`src/rtl/pipe_proc_param.sv`:
```
// ---------------------------------------------------------------------------
// pipe_proc_param
//   Two-stage in-order processor core.
//   S1 decodes the instruction and captures its operands.
//   S2 executes the instruction and writes the result back.
//   A result retiring from S1 is forwarded to the instruction being accepted
//   in the same cycle. MUL holds S1 for MUL_LAT cycles. HALT freezes the core
//   until reset.
//
// Ports
//   clk        clock, all state updates on the rising edge
//   rst        synchronous reset, active-high
//   ins_valid  instruction present on ins
//   ins_ready  core accepts an instruction this cycle
//   ins        [31:29] op, [28:24] rd, [23:19] rs1, [18:14] rs2, [13:0] imm
//   res_valid  one-cycle pulse after a register-writing retire
//   res_reg    destination register index of the retired instruction
//   res_data   value written (also reported when rd is r0)
//   halted     sticky flag, set when HALT retires
//   ret_cnt    retired-instruction count (HALT included), wraps
//   dbg_addr   debug register-file read address
//   dbg_data   combinational register-file read (no forwarding from S1)
// ---------------------------------------------------------------------------
module pipe_proc_param #(
  parameter int DATA_W  = 32,
  parameter int NREGS   = 8,
  parameter int MUL_LAT = 3,
  parameter int CNT_W   = 16
) (
  input  logic              clk,
  input  logic              rst,
  input  logic              ins_valid,
  output logic              ins_ready,
  input  logic [31:0]       ins,
  output logic              res_valid,
  output logic [4:0]        res_reg,
  output logic [DATA_W-1:0] res_data,
  output logic              halted,
  output logic [CNT_W-1:0]  ret_cnt,
  input  logic [4:0]        dbg_addr,
  output logic [DATA_W-1:0] dbg_data
);

  // Register index width. Register fields of ins use only their low RI_W bits.
  localparam int RI_W = (NREGS > 1) ? $clog2(NREGS) : 1;
  // The MUL wait counter must hold MUL_LAT-1.
  localparam int MC_W = (MUL_LAT > 1) ? $clog2(MUL_LAT) + 1 : 1;

  localparam logic [2:0] OP_ADD  = 3'b000;
  localparam logic [2:0] OP_SUB  = 3'b001;
  localparam logic [2:0] OP_AND  = 3'b010;
  localparam logic [2:0] OP_OR   = 3'b011;
  localparam logic [2:0] OP_XOR  = 3'b100;
  localparam logic [2:0] OP_MUL  = 3'b101;
  localparam logic [2:0] OP_LI   = 3'b110;
  localparam logic [2:0] OP_HALT = 3'b111;

  typedef enum logic [1:0] {
    ST_RUN      = 2'b00,
    ST_MUL_WAIT = 2'b01,
    ST_HALT     = 2'b10
  } state_t;

  // Architectural and pipeline state
  state_t             state_r;
  logic [MC_W-1:0]    mul_cnt_r;
  logic               s1_valid_r;
  logic [2:0]         s1_op_r;
  logic [RI_W-1:0]    s1_rd_r;
  logic [DATA_W-1:0]  s1_a_r;
  logic [DATA_W-1:0]  s1_b_r;
  logic [DATA_W-1:0]  rf_r [NREGS];
  logic               res_valid_r;
  logic [4:0]         res_reg_r;
  logic [DATA_W-1:0]  res_data_r;
  logic               halted_r;
  logic [CNT_W-1:0]   ret_cnt_r;

  // Incoming instruction fields
  logic [2:0]         in_op_s;
  logic [RI_W-1:0]    in_rd_s;
  logic [RI_W-1:0]    in_rs1_s;
  logic [RI_W-1:0]    in_rs2_s;
  logic [13:0]        in_imm_s;
  logic [DATA_W-1:0]  imm_ext_s;

  // Control and datapath nets
  logic               ins_ready_s;
  logic               accept_s;
  logic               retire_wr_s;
  logic               retire_halt_s;
  logic               fwd_ok_s;
  logic [DATA_W-1:0]  result_s;
  logic [DATA_W-1:0]  op_a_s;
  logic [DATA_W-1:0]  op_b_s;
  logic               unused_ok_s;

  assign in_op_s  = ins[31:29];
  assign in_rd_s  = ins[24 +: RI_W];
  assign in_rs1_s = ins[19 +: RI_W];
  assign in_rs2_s = ins[14 +: RI_W];
  assign in_imm_s = ins[13:0];
  // Sign-extend the immediate, or truncate it when DATA_W is narrower.
  assign imm_ext_s = DATA_W'($signed(in_imm_s));

  // Upper register-field and debug-address bits are unused when NREGS < 32.
  assign unused_ok_s = ^{ins, dbg_addr};

  // A MUL or HALT sitting in S1 blocks intake, and so does any non-RUN state.
  assign ins_ready_s = (state_r == ST_RUN) &&
                       !(s1_valid_r && ((s1_op_r == OP_MUL) || (s1_op_r == OP_HALT)));
  assign accept_s    = ins_valid && ins_ready_s;
  assign fwd_ok_s    = retire_wr_s && (s1_rd_r != {RI_W{1'b0}});

  // Execute stage: compute the result of the instruction held in S1.
  always_comb begin
    result_s = {DATA_W{1'b0}};
    case (s1_op_r)
      OP_ADD:  result_s = s1_a_r + s1_b_r;
      OP_SUB:  result_s = s1_a_r - s1_b_r;
      OP_AND:  result_s = s1_a_r & s1_b_r;
      OP_OR:   result_s = s1_a_r | s1_b_r;
      OP_XOR:  result_s = s1_a_r ^ s1_b_r;
      OP_MUL:  result_s = s1_a_r * s1_b_r;
      OP_LI:   result_s = s1_a_r;  // operand A carries the extended immediate
      default: result_s = {DATA_W{1'b0}};
    endcase
  end

  // Retire decision: does the S1 instruction leave the pipeline at this edge?
  always_comb begin
    retire_wr_s   = 1'b0;
    retire_halt_s = 1'b0;
    if (s1_valid_r) begin
      case (state_r)
        ST_RUN: begin
          if (s1_op_r == OP_HALT) begin
            retire_halt_s = 1'b1;
          end else if (s1_op_r == OP_MUL) begin
            // A single-cycle MUL retires straight from RUN.
            // Intake is still blocked for that cycle.
            retire_wr_s = (MUL_LAT == 1);
          end else begin
            retire_wr_s = 1'b1;
          end
        end
        ST_MUL_WAIT: begin
          retire_wr_s = (mul_cnt_r == MC_W'(1'b1));
        end
        default: begin
          retire_wr_s   = 1'b0;
          retire_halt_s = 1'b0;
        end
      endcase
    end else begin
      retire_wr_s   = 1'b0;
      retire_halt_s = 1'b0;
    end
  end

  // Operand fetch: forward the retiring S1 result over the stale RF value.
  // For LI, operand A carries the sign-extended immediate instead.
  always_comb begin
    if (in_op_s == OP_LI) begin
      op_a_s = imm_ext_s;
    end else if (fwd_ok_s && (s1_rd_r == in_rs1_s)) begin
      op_a_s = result_s;
    end else begin
      op_a_s = rf_r[in_rs1_s];
    end
    if (fwd_ok_s && (s1_rd_r == in_rs2_s)) begin
      op_b_s = result_s;
    end else begin
      op_b_s = rf_r[in_rs2_s];
    end
  end

  // S1 pipeline register: load on accept, empty on retire.
  always_ff @(posedge clk) begin
    if (rst) begin
      s1_valid_r <= 1'b0;
      s1_op_r    <= 3'b000;
      s1_rd_r    <= {RI_W{1'b0}};
      s1_a_r     <= {DATA_W{1'b0}};
      s1_b_r     <= {DATA_W{1'b0}};
    end else if (accept_s) begin
      s1_valid_r <= 1'b1;
      s1_op_r    <= in_op_s;
      s1_rd_r    <= in_rd_s;
      s1_a_r     <= op_a_s;
      s1_b_r     <= op_b_s;
    end else if (retire_wr_s || retire_halt_s) begin
      s1_valid_r <= 1'b0;
    end
  end

  // Control FSM: tracks multi-cycle MUL occupancy and the terminal HALT state.
  always_ff @(posedge clk) begin
    if (rst) begin
      state_r   <= ST_RUN;
      mul_cnt_r <= {MC_W{1'b0}};
    end else begin
      case (state_r)
        ST_RUN: begin
          if (s1_valid_r && (s1_op_r == OP_MUL) && (MUL_LAT > 1)) begin
            state_r   <= ST_MUL_WAIT;
            mul_cnt_r <= MC_W'(MUL_LAT - 1);
          end else if (s1_valid_r && (s1_op_r == OP_HALT)) begin
            state_r <= ST_HALT;
          end
        end
        ST_MUL_WAIT: begin
          if (mul_cnt_r == MC_W'(1'b1)) begin
            state_r   <= ST_RUN;
            mul_cnt_r <= {MC_W{1'b0}};
          end else begin
            mul_cnt_r <= mul_cnt_r - MC_W'(1'b1);
          end
        end
        ST_HALT: begin
          state_r <= ST_HALT;
        end
        default: begin
          state_r   <= ST_RUN;
          mul_cnt_r <= {MC_W{1'b0}};
        end
      endcase
    end
  end

  // Register file write-back. r0 is never written, so it always reads zero.
  always_ff @(posedge clk) begin
    if (rst) begin
      for (int i = 0; i < NREGS; i++) begin
        rf_r[i] <= {DATA_W{1'b0}};
      end
    end else if (fwd_ok_s) begin
      rf_r[s1_rd_r] <= result_s;
    end
  end

  // Retire reporting: result pulse, sticky halt flag, retire counter.
  always_ff @(posedge clk) begin
    if (rst) begin
      res_valid_r <= 1'b0;
      res_reg_r   <= 5'd0;
      res_data_r  <= {DATA_W{1'b0}};
      halted_r    <= 1'b0;
      ret_cnt_r   <= {CNT_W{1'b0}};
    end else begin
      res_valid_r <= retire_wr_s;
      if (retire_wr_s) begin
        res_reg_r  <= 5'(s1_rd_r);
        res_data_r <= result_s;
      end
      if (retire_halt_s) begin
        halted_r <= 1'b1;
      end
      if (retire_wr_s || retire_halt_s) begin
        ret_cnt_r <= ret_cnt_r + CNT_W'(1'b1);
      end
    end
  end

  assign ins_ready = ins_ready_s;
  assign res_valid = res_valid_r;
  assign res_reg   = res_reg_r;
  assign res_data  = res_data_r;
  assign halted    = halted_r;
  assign ret_cnt   = ret_cnt_r;
  assign dbg_data  = rf_r[dbg_addr[RI_W-1:0]];

endmodule

```
`config.mk`:
```
export PLATFORM = sky130hd
export DESIGN_NAME = pipe_proc_param
export DESIGN_NICKNAME = d
export VERILOG_FILES = /design/src/rtl/pipe_proc_param.sv
export SDC_FILE = /design/constraint.sdc
export NUM_CORES = 2
export LEC_CHECK = 0
export ABC_CLOCK_PERIOD_IN_PS = 6700
export CORE_AREA = 2 2 270 405
export CTS_CLUSTER_DIAMETER = 40
export CTS_CLUSTER_SIZE = 30
export DETAILED_ROUTE_END_ITERATION = 8
export DIE_AREA = 0 0 272 407
export MAX_ROUTING_LAYER = met4
export PLACE_DENSITY = 0.51
export RECOVER_POWER = 25
export SLEW_MARGIN = 10
export SYNTH_ARGS = -nofsm -noshare
export SYNTH_HDL_FRONTEND = slang
export SYNTH_SLANG_ARGS = --single-unit
export TNS_END_PERCENT = 30
```
`constraint.sdc`:
```
create_clock -name clk -period 6.7 [get_ports clk]
set_input_delay 1.34 -clock clk [delete_from_list [all_inputs] [get_ports clk]]
set_output_delay 1.34 -clock clk [all_outputs]
set_load 0.05 [all_outputs]
```
==> run metrics <==
antenna-violating nets left 0; routed vias 31900; max-slew violations 81; IO Port Bufs 117; GP Congestion 1.00; Clock Path Buffers 3; CTS tree built; CP peak stage delay 0.59 ns; minimum clock period between 7 and 8 ns; synth warn 0; fin nets 5027; crit path setup slack, layout -0.538 ns; Worst EP arrival around 7.6 ns; power per cell area ~230 nW/um2; die span in x between 200 and 300 um; Setup violations, final 177; Chip Height around 400 um; Crit Path Category reg -> reg; Pre-antenna DRT Iters 7; WL/cell 26.3 um; slowest cell on the critical path fa_2; ant diodes 0; initial antenna violation count 0; Hold-fix buffers, CTS 0; hpwl dp 116 mm; final design utilization 45.6%; Worst Path Required 7.01 ns; Seq/Total Area, Yosys a little over a quarter; first-pass GRT wire length 224 mm; count leader, synth nor2_1; H-tree levels 2; Hold Startpoint halted; share of cells above drive strength 1 26.4%; P_leak about 20 nW; CTS Root Cell clkbuf_16; clk slew on worst S/H paths 0.07 ns; latest clock arrival within the worst-skew pair between 0.5 and 0.6 ns; Starting Density 36.8%; outcome finished with violations; crit-path leading delay family adder cells; Post-Syn Instances 3899; sw power 4.87 mW; CP bufs+invs 8; Comb pwr share 55.2%; EDFF count, synth 256; Reg2Reg Launch Point s1_a_r[13]; crit start category flop; max_slew headroom -93.9%; crit share post-route 108%; ys flop type edfxtp_1; cell accounting for the most synthesized area fa_1; f_max around 140 MHz; Final Hold Fails 0; Commonest cells post-synth nor2_1 (664), inv_1 (440), fa_1 (409); Largest register FFs 256; vias in the first global route about 34000; asr flop ratio synth 0%; Crit. End Element flop; Layout area overhead 23.9%; Worst setup startpoint s1_a_r[13]; drt initial violations 2314; mapped cell area ~40000 um2; Pint 6.55 mW; Largest Register rf_r; Place WS -0.871 ns; cts bufs inserted 36; RSZ-0062 raised after global routing true; Clock Sinks about 390; Overflow after GRT 0; #FFs+latches synth ~390; crit path max fanout 8; Tightest Pin Transition 2.91 ns; DR DRC count 0; sequential power share 24.8%; largest net degree at the start of global routing 60; Switching Share between 40% and 50%; # IOs 128; failing checks capacitance limit, slew limit, setup timing; GRT Total Usage 28.5%; Worst Skew 0.0398 ns; Yosys cell types 87; share of the synthesized area in the top cell type between 20% and 30%; post-DR vias/cell 5.51; synth top area cells fa_1 (21%), edfxtp_1 (20%), mux4_2 (11%); HP Class reg -> reg; drt total wl 152 mm; crit-path most repeated cell fa_1; syn avg cell area slightly above 10 um2; area of the die 111000 um2; Core Box Area 107000 um2; Clk network pwr share 20.0%; Max VDD drop 0.258 mV; Max-cap violations 2; # rows between 100 and 150
==> metrics by stage <==
stage | power (mW) | TNS, ns | hold slack (ns) | instance area (um2) | instances
after global routing | 12.0 | -100.72 | 0.482 | 48700 | 5799
final | 11.4 | -53.71 | 0.453 | 48700 | 5799
after CTS | 11.3 | -60.25 | 0.459 | 48300 | 5790
after global placement | 8.52 | -105.28 | 0.450 | 45600 | 5687
after detailed placement | 8.54 | -115.60 | 0.441 | 45600 | 5687
after floorplan | 6.00 | -10.38 | 0.454 | 39900 | 3932
==> logic make-up (layout without fill, tap and decap cells) <==
kind of cell	Yosys count	after routing	share of synthesized area (%)
XOR/XNOR	159	159	3.58
buffers and inverters	739	1191	7.17
multiplexers	252	252	12.7
other	1	34	0.00953
adder cells (fa/ha/maj)	631	631	27.9
flip-flops	385	385	26.1
AO/OA/AOI/OAI	548	548	10.0
AND/OR/NAND/NOR	1184	1184	12.6
==> placed cells by master, fill, tap and decap left out, types with 38 or more instances in the layout <==
cell,instances
clkbuf_16,38
a211oi_1,127
a21oi_1,93
edfxtp_1,256
a21o_1,40
fa_1,378
xor2_1,44
xnor2_1,108
buf_4,459
ha_1,202
mux4_2,192
buf_6,48
o21ai_0,58
nor2b_1,63
mux2_2,40
nor2_2,41
nor2_1,601
clkdlybuf4s50_1,107
nand2_1,324
inv_1,416
dfxtp_1,104
==> tightest hold or removal path: cells and delay by family (launching register included) <==
family,cells,cell delay (ns)
DFF,1,0.31
buffers and inverters,1,0.05
AOI/OAI and AO/OA,1,0.05
==> metal layers <==
layer / up-vias / global-route usage [%] / wire length (um)
li1: 14100 / - / -
met1: 16300 / 31.2 / 55200
met2: 1140 / 50.6 / 78700
met3: 372 / 2.15 / 7180
met4: 0 / 17.2 / 11200
met5: - / - / 0
==> layout make-up <==
class                   count  area [um2]
flip-flops and latches    385       10300
multi-input cells        2808       27600
clock inverters            26         314
fillers                 10100       58100
repair inverters            2        15.0
repair buffers            665        5910
inverters                 458        1810
well taps                1415        1770
clock buffers              40         968
==> power groups by stage <==
stage / clock (mW) / sequential [mW] / combinational [mW]
after global placement: 0 / 2.86 / 5.65
after floorplan: 0 / 2.94 / 3.06
after detailed placement: 0 / 2.87 / 5.68
after CTS: 2.32 / 2.82 / 6.16
after global routing: 2.38 / 2.85 / 6.73
final: 2.28 / 2.83 / 6.31
==> worst paths after layout <==
kind,cells past startpoint,slack (ns),to
min,2,0.45,halted
min reg2reg,2,0.45,halted
max,27,-0.54,rf_r[5][30]
max reg2reg,27,-0.54,rf_r[5][30]
==> repair_timing <==
action / CTS / global route
hold endpoints to repair: 0 / 0
endpoints found under the setup margin: 197 / 209
resized for setup: 272 / 99
pin swaps: 91 / 35
cloned: 5 / 0
buffers inserted: 37 / 10
No activity file was read; power rests on OpenSTA's default activity.
